File: config.mk
export PLATFORM = sky130hd
export DESIGN_NAME = cache_line_ctrl
export DESIGN_NICKNAME = d
export VERILOG_FILES = /design/src/rtl/cache_ctrl_pkg.sv /design/src/rtl/cache_wait_ctr.sv /design/src/rtl/cache_line_ctrl.sv
export SDC_FILE = /design/constraint.sdc
export NUM_CORES = 1
export LEC_CHECK = 0
export BUFFER_PORTS_ARGS = -buffer_cell sky130_fd_sc_hd__clkbuf_2
export CAP_MARGIN = 20
export CORE_MARGIN = 1
export CORE_UTILIZATION = 35
export DETAILED_ROUTE_END_ITERATION = 16
export HOLD_SLACK_MARGIN = 0.1
export PLACE_DENSITY = 0.49
export REMOVE_ABC_BUFFERS = 1
export SLEW_MARGIN = 20
export SYNTH_ARGS = -nofsm -noshare
export SYNTH_HDL_FRONTEND = slang
export SYNTH_HIERARCHICAL = 1
export SYNTH_SLANG_ARGS = --single-unit
export TNS_END_PERCENT = 20
File: constraint.sdc
create_clock -name clk -period 2.5 [get_ports clk]
set_clock_uncertainty 0.05 [all_clocks]
set_input_delay 0.125 -clock clk [delete_from_list [all_inputs] [get_ports clk]]
set_output_delay 0.125 -clock clk [all_outputs]
set_load 0.03 [all_outputs]
File: src/rtl/cache_ctrl_pkg.sv
// cache_ctrl_pkg -- shared definitions for the cache line controller.
//   state_e               : controller state encoding (9 legal states, 4 bits)
//   DEF_WAIT_CYCLES       : default memory wait states per access
//   DEF_WORDS_PER_LINE    : default line-fill beats per read miss
//   WAIT_CTR_W            : width of the wait-state counter (covers 1..255)
package cache_ctrl_pkg;

    localparam int unsigned DEF_WAIT_CYCLES    = 4;
    localparam int unsigned DEF_WORDS_PER_LINE = 4;
    localparam int unsigned WAIT_CTR_W         = 8;

    typedef enum logic [3:0] {
        S_IDLE    = 4'd0,
        S_RD_CHK  = 4'd1,
        S_RD_MISS = 4'd2,
        S_RD_MEM  = 4'd3,
        S_RD_FILL = 4'd4,
        S_RD_DONE = 4'd5,
        S_WR_CHK  = 4'd6,
        S_WR_MEM  = 4'd7,
        S_WR_DATA = 4'd8
    } state_e;

endpackage

File: src/rtl/cache_wait_ctr.sv
// cache_wait_ctr -- loadable down-counter with zero flag.
// Ports:
//   clk, reset    : clock, synchronous active-low reset (clears count)
//   load_i        : load load_val_i (has priority over dec_i)
//   load_val_i    : value to load
//   dec_i         : decrement by one; holds at zero
//   count_o       : current count
//   zero_o        : count is zero
module cache_wait_ctr #(
    parameter int unsigned WIDTH = 8
) (
    input  logic             clk,
    input  logic             reset,
    input  logic             load_i,
    input  logic [WIDTH-1:0] load_val_i,
    input  logic             dec_i,
    output logic [WIDTH-1:0] count_o,
    output logic             zero_o
);

    logic [WIDTH-1:0] count_q;

    always_ff @(posedge clk) begin
        if (!reset) begin
            count_q <= '0;
        end else if (load_i) begin
            count_q <= load_val_i;
        end else if (dec_i && (count_q != '0)) begin
            count_q <= count_q - WIDTH'(1);
        end
    end

    assign count_o = count_q;
    assign zero_o  = (count_q == '0);

endmodule

File: src/rtl/cache_line_ctrl.sv
// cache_line_ctrl -- read-allocate / write-through cache line controller.
// A read miss fills the whole line one word per memory access; writes always
// go to memory and update the cache word only on a hit.
// Optional build macro: CACHE_WRITE_ALLOC_EN -- a write miss first fills the
// line, then re-runs the write as a hit.
// Ports:
//   clk, reset        : clock, synchronous active-low reset
//   Strobe, DRW       : CPU request valid, 1 = write
//   M, V              : tag match, line valid
//   DReady            : CPU transfer complete
//   W, WSel           : cache word write enable, 1 = data from memory
//   MStrobe, MRW      : memory access start, 1 = memory write
//   RSel              : 1 = CPU read data taken from memory
//   WordIdx           : fill-beat word index (0 outside RD_FILL)
//   Busy              : high in every state except IDLE
// Handshake: Strobe is sampled only in IDLE; the request is complete in the
// single cycle DReady is high, after which the controller is back in IDLE.
module cache_line_ctrl
    import cache_ctrl_pkg::*;
#(
    parameter int unsigned WAIT_CYCLES    = DEF_WAIT_CYCLES,
    parameter int unsigned WORDS_PER_LINE = DEF_WORDS_PER_LINE,
    parameter int unsigned IDX_W          = (WORDS_PER_LINE > 1) ? $clog2(WORDS_PER_LINE) : 1
) (
    input  logic             clk,
    input  logic             reset,
    input  logic             Strobe,
    input  logic             DRW,
    input  logic             M,
    input  logic             V,
    output logic             DReady,
    output logic             W,
    output logic             MStrobe,
    output logic             MRW,
    output logic             RSel,
    output logic             WSel,
    output logic [IDX_W-1:0] WordIdx,
    output logic             Busy
);

    localparam logic [IDX_W-1:0] LAST_BEAT = IDX_W'(WORDS_PER_LINE - 1);

    state_e           state_q, state_d;
    logic [IDX_W-1:0] beat_q, beat_d;
    logic             drw_q, drw_d;
    logic             hit_q, hit_d;
    logic             alloc_q, alloc_d;

    logic                  wait_load, wait_dec, wait_zero, wait_last;
    logic [WAIT_CTR_W-1:0] wait_cnt;

    cache_wait_ctr #(.WIDTH(WAIT_CTR_W)) u_wait_ctr (
        .clk        (clk),
        .reset      (reset),
        .load_i     (wait_load),
        .load_val_i (WAIT_CTR_W'(WAIT_CYCLES)),
        .dec_i      (wait_dec),
        .count_o    (wait_cnt),
        .zero_o     (wait_zero)
    );

    // Counter holds WAIT_CYCLES on the first wait cycle, so the final wait
    // cycle is the one where it reads 1. The zero term only guards against
    // a stuck wait if the counter were ever found empty.
    assign wait_last = (wait_cnt == WAIT_CTR_W'(1)) || wait_zero;

    always_ff @(posedge clk) begin
        if (!reset) begin
            state_q <= S_IDLE;
            beat_q  <= '0;
            drw_q   <= 1'b0;
            hit_q   <= 1'b0;
            alloc_q <= 1'b0;
        end else begin
            state_q <= state_d;
            beat_q  <= beat_d;
            drw_q   <= drw_d;
            hit_q   <= hit_d;
            alloc_q <= alloc_d;
        end
    end

    always_comb begin
        state_d   = state_q;
        beat_d    = beat_q;
        drw_d     = drw_q;
        hit_d     = hit_q;
        alloc_d   = alloc_q;
        wait_load = 1'b0;
        wait_dec  = 1'b0;
        DReady    = 1'b0;
        W         = 1'b0;
        MStrobe   = 1'b0;
        MRW       = 1'b0;
        RSel      = 1'b0;
        WSel      = 1'b0;
        WordIdx   = '0;
        Busy      = 1'b1;

        case (state_q)
            S_IDLE: begin
                Busy = 1'b0;
                if (Strobe) begin
                    drw_d   = DRW;
                    state_d = DRW ? S_WR_CHK : S_RD_CHK;
                end
            end
            S_RD_CHK: begin
                if (M && V) begin
                    DReady  = 1'b1;
                    state_d = S_IDLE;
                end else begin
                    beat_d  = '0;
                    state_d = S_RD_MISS;
                end
            end
            S_RD_MISS: begin
                MStrobe   = 1'b1;
                wait_load = 1'b1;
                state_d   = S_RD_MEM;
            end
            S_RD_MEM: begin
                wait_dec = 1'b1;
                if (wait_last) state_d = S_RD_FILL;
            end
            S_RD_FILL: begin
                W       = 1'b1;
                WSel    = 1'b1;
                WordIdx = beat_q;
                if (beat_q == LAST_BEAT) begin
                    // An allocating write re-enters the write path once the line is present.
                    state_d = (alloc_q && drw_q) ? S_WR_CHK : S_RD_DONE;
                end else begin
                    beat_d  = beat_q + IDX_W'(1);
                    state_d = S_RD_MISS;
                end
            end
            S_RD_DONE: begin
                DReady  = 1'b1;
                RSel    = 1'b1;
                state_d = S_IDLE;
            end
            S_WR_CHK: begin
`ifdef CACHE_WRITE_ALLOC_EN
                if (!(M && V) && !alloc_q) begin
                    alloc_d = 1'b1;
                    beat_d  = '0;
                    state_d = S_RD_MISS;
                end else begin
                    hit_d     = 1'b1;
                    MStrobe   = 1'b1;
                    MRW       = 1'b1;
                    wait_load = 1'b1;
                    state_d   = S_WR_MEM;
                end
`else
                hit_d     = M && V;
                MStrobe   = 1'b1;
                MRW       = 1'b1;
                wait_load = 1'b1;
                state_d   = S_WR_MEM;
`endif
            end
            S_WR_MEM: begin
                MRW      = 1'b1;
                wait_dec = 1'b1;
                if (wait_last) state_d = S_WR_DATA;
            end
            S_WR_DATA: begin
                DReady  = 1'b1;
                MRW     = 1'b1;
                W       = hit_q;
                hit_d   = 1'b0;
                alloc_d = 1'b0;
                state_d = S_IDLE;
            end
            default: begin
                Busy    = 1'b0;
                state_d = S_IDLE;
            end
        endcase

        // Outputs are held quiet for the whole reset cycle, not just after it.
        if (!reset) begin
            DReady  = 1'b0;
            W       = 1'b0;
            MStrobe = 1'b0;
            MRW     = 1'b0;
            RSel    = 1'b0;
            WSel    = 1'b0;
            WordIdx = '0;
            Busy    = 1'b0;
        end
    end

endmodule

==> metrics.cfg <==
[clock_network]
ctsResizeCount = 0
clkLatencyLatePin_ps = 280
post_cts_buffers = 0
h-tree-depth = 1
ctsHoldBuffers = 0
clk_pin_slew_ps = 90
clock-sinks = 15
numCtsBuffers = 3
cts_tree = built
root_buffer = clkbuf_4
clockBufferDepth = 2

[floorplan]
start_util = 0.378
dieArea_um2 = 3610
fp-row-count = 20
core_area_um2 = 3130
die_y_um = 60.1
die_x_um = 60.1
io_pins = 15

[placed_design]
dp_hpwl_um = 1850
dp.cells = 201
gp_congestion = 0.791
postPlaceCellArea_um2 = 1290
pre_cts_slack_ps = 525
port_buffers = 14

[global_route]
antenna_found_initial = 0
grt_pass1_wl_um = 4410
grt_start_max_net_pins = 22
overflow = 0
grt_pass1_vias = 888
track_usage = 0.166

[setup_path]
crit_fanout = 20
reg2regPathDepth = 4
cp.required_ps = 2330
crit_type = reg2out
worstSetupStartpointType = register
cp.arrival_ps = 1920
worstSetupEndpointType = output port

[timing]
grt_setup_unrepaired = false
max_slew_margin = 0.611
worstMarginPinSlew_ps = 582
fmax_ghz = 0.476
timing.setup.tns_ps = 0
period_minus_slack_ps = 2100
holdWs_ps = 161
drv_slew = 0
hold_viol = 0
fin_crit_sh = 0.839
setup_viol = 0
fin_ws_ps = 401

[finish]
drive_above_1_share = 0.224
fin_nets = 171
utilization = 0.420
insertedDiodeCount = 0
nFillCells = 326
syn2layout_area_growth_pct = 11.3
post-route-cell-area_um2 = 1320
fin_cells = 205

[drt]
first_pass_iters = 4
routed_via_density = 5.14
detail_route.wl_per_cell_um = 12.9
drc = 0
drtIter0Drc = 29
vias = 1053
routed_wl_um = 2640
ant_nets = 0

[synth]
async_reset_ff_frac = 0
synthCells = 143
seq_area_frac_synth = 0.254
synthFlopType = dfxtp_1
synth_area_um2 = 1180
yosys_warnings = 6
ys_ff_latch = 15
synthDistinctLibCells = 53
syn_avg_cell_area_um2 = 8.26
synth-edff-count = 0

[min_path]
holdPathStages = 5
hp-class = in2reg

[power_and_ir_drop]
p_leak_nw = 0.532
vdd_ir_drop_max_v = 0.000353
power_density_nw_per_um2 = 777
finalPower_mw = 1.02

[status]
status = finished, final reports clean

[run]
cap_viol_max_count = 0

[power breakdown]
group / leakage (nW) / internal, mW / total (mW) / switching (mW)
clock: 0.0150 / 0.0620 / 0.140 / 0.0777
combinational: 0.394 / 0.228 / 0.517 / 0.290
sequential: 0.123 / 0.284 / 0.364 / 0.0803
[registers in the layout, indices dropped and copies added (netlist names)]
signal,flops
u_wait_ctr/count_o,8
beat_q,2
hit_q,1
state_q,4
[Yosys cell counts (all sizes together) (2+ instances only)]
cell type,n,area share
clkbuf,2,0.0064
xnor2,3,0.022
nand2,9,0.029
a31oi,2,0.011
nor4,3,0.034
nor3,5,0.021
nand2b,2,0.011
nand3,2,0.0085
dfxtp,15,0.25
nand4,2,0.011
and2,4,0.021
and3,3,0.016
inv,7,0.022
nor4b,2,0.028
conb,2,0.0064
ha,3,0.032
nor3b,6,0.038
a21oi,13,0.061
buf,8,0.053
or4,4,0.030
o21a,3,0.019
o31ai,6,0.038
a221oi,2,0.020
nor2,12,0.038
o21ai,7,0.030
o41ai,2,0.031
[cell families after synthesis]
logic type / share of synthesized area
AO/OA/AOI/OAI: 0.247
multiplexers: 0.0180
XOR/XNOR: 0.0222
adder cells (fa/ha/maj): 0.0318
AND/OR/NAND/NOR: 0.339
other: 0.00636
buffers and inverters: 0.0816
flip-flops: 0.254
[critical path, cell delays in order, from the launching register on]
cell and delay (ps):
dfxtp_1 320, buf_4 200, nor3b_1 530, buf_4 270, and2_1 130, clkbuf_2 200
[final timing paths]
check	startpoint	to	slack [ps]
min	Strobe	state_q[2]	160
max	state_q[3]	MStrobe	400
max reg2reg	u_wait_ctr/count_o[2]	u_wait_ctr/count_o[0]	540
min reg2reg	beat_q[1]	beat_q[1]	450
[layer usage]
metal | routed length, µm | share of wire | GRT usage
met1 | 1410 | 0.53 | 0.245
met2 | 1120 | 0.42 | 0.230
met3 | 85 | 0.032 | 0.0455
met4 | 25 | 0.0095 | 0.0498
met5 | 0 | 0 | 0
[cell usage in the layout (no fill, tap or decap), types with 2 or more instances in the layout]
| cell type | n |
|---|---|
| a21oi_1 | 11 |
| a21oi_2 | 2 |
| a31oi_1 | 2 |
| and2_1 | 4 |
| and3_1 | 3 |
| buf_4 | 4 |
| clkbuf_2 | 14 |
| clkbuf_4 | 3 |
| conb_1 | 8 |
| dfxtp_1 | 15 |
| ha_1 | 3 |
| inv_1 | 5 |
| inv_2 | 2 |
| nand2_1 | 9 |
| nand2b_1 | 2 |
| nand3_1 | 2 |
| nand4_1 | 2 |
| nor2_1 | 12 |
| nor3_1 | 5 |
| nor3b_1 | 6 |
| o21a_1 | 3 |
| o21ai_0 | 7 |
| o31ai_1 | 6 |
| or4_1 | 2 |
| xnor2_1 | 3 |
[area by class of cell]
cell class | count | area, µm² | share of cell area
sequential | 15 | 300 | 0.228
clock buffer | 4 | 26.3 | 0.0200
multi-input combinational | 117 | 807 | 0.614
tap | 44 | 55.1 | 0.0419
inverter | 7 | 26.3 | 0.0200
timing repair buffer | 18 | 100 | 0.0761
No activity file was read; power rests on OpenSTA's default activity.
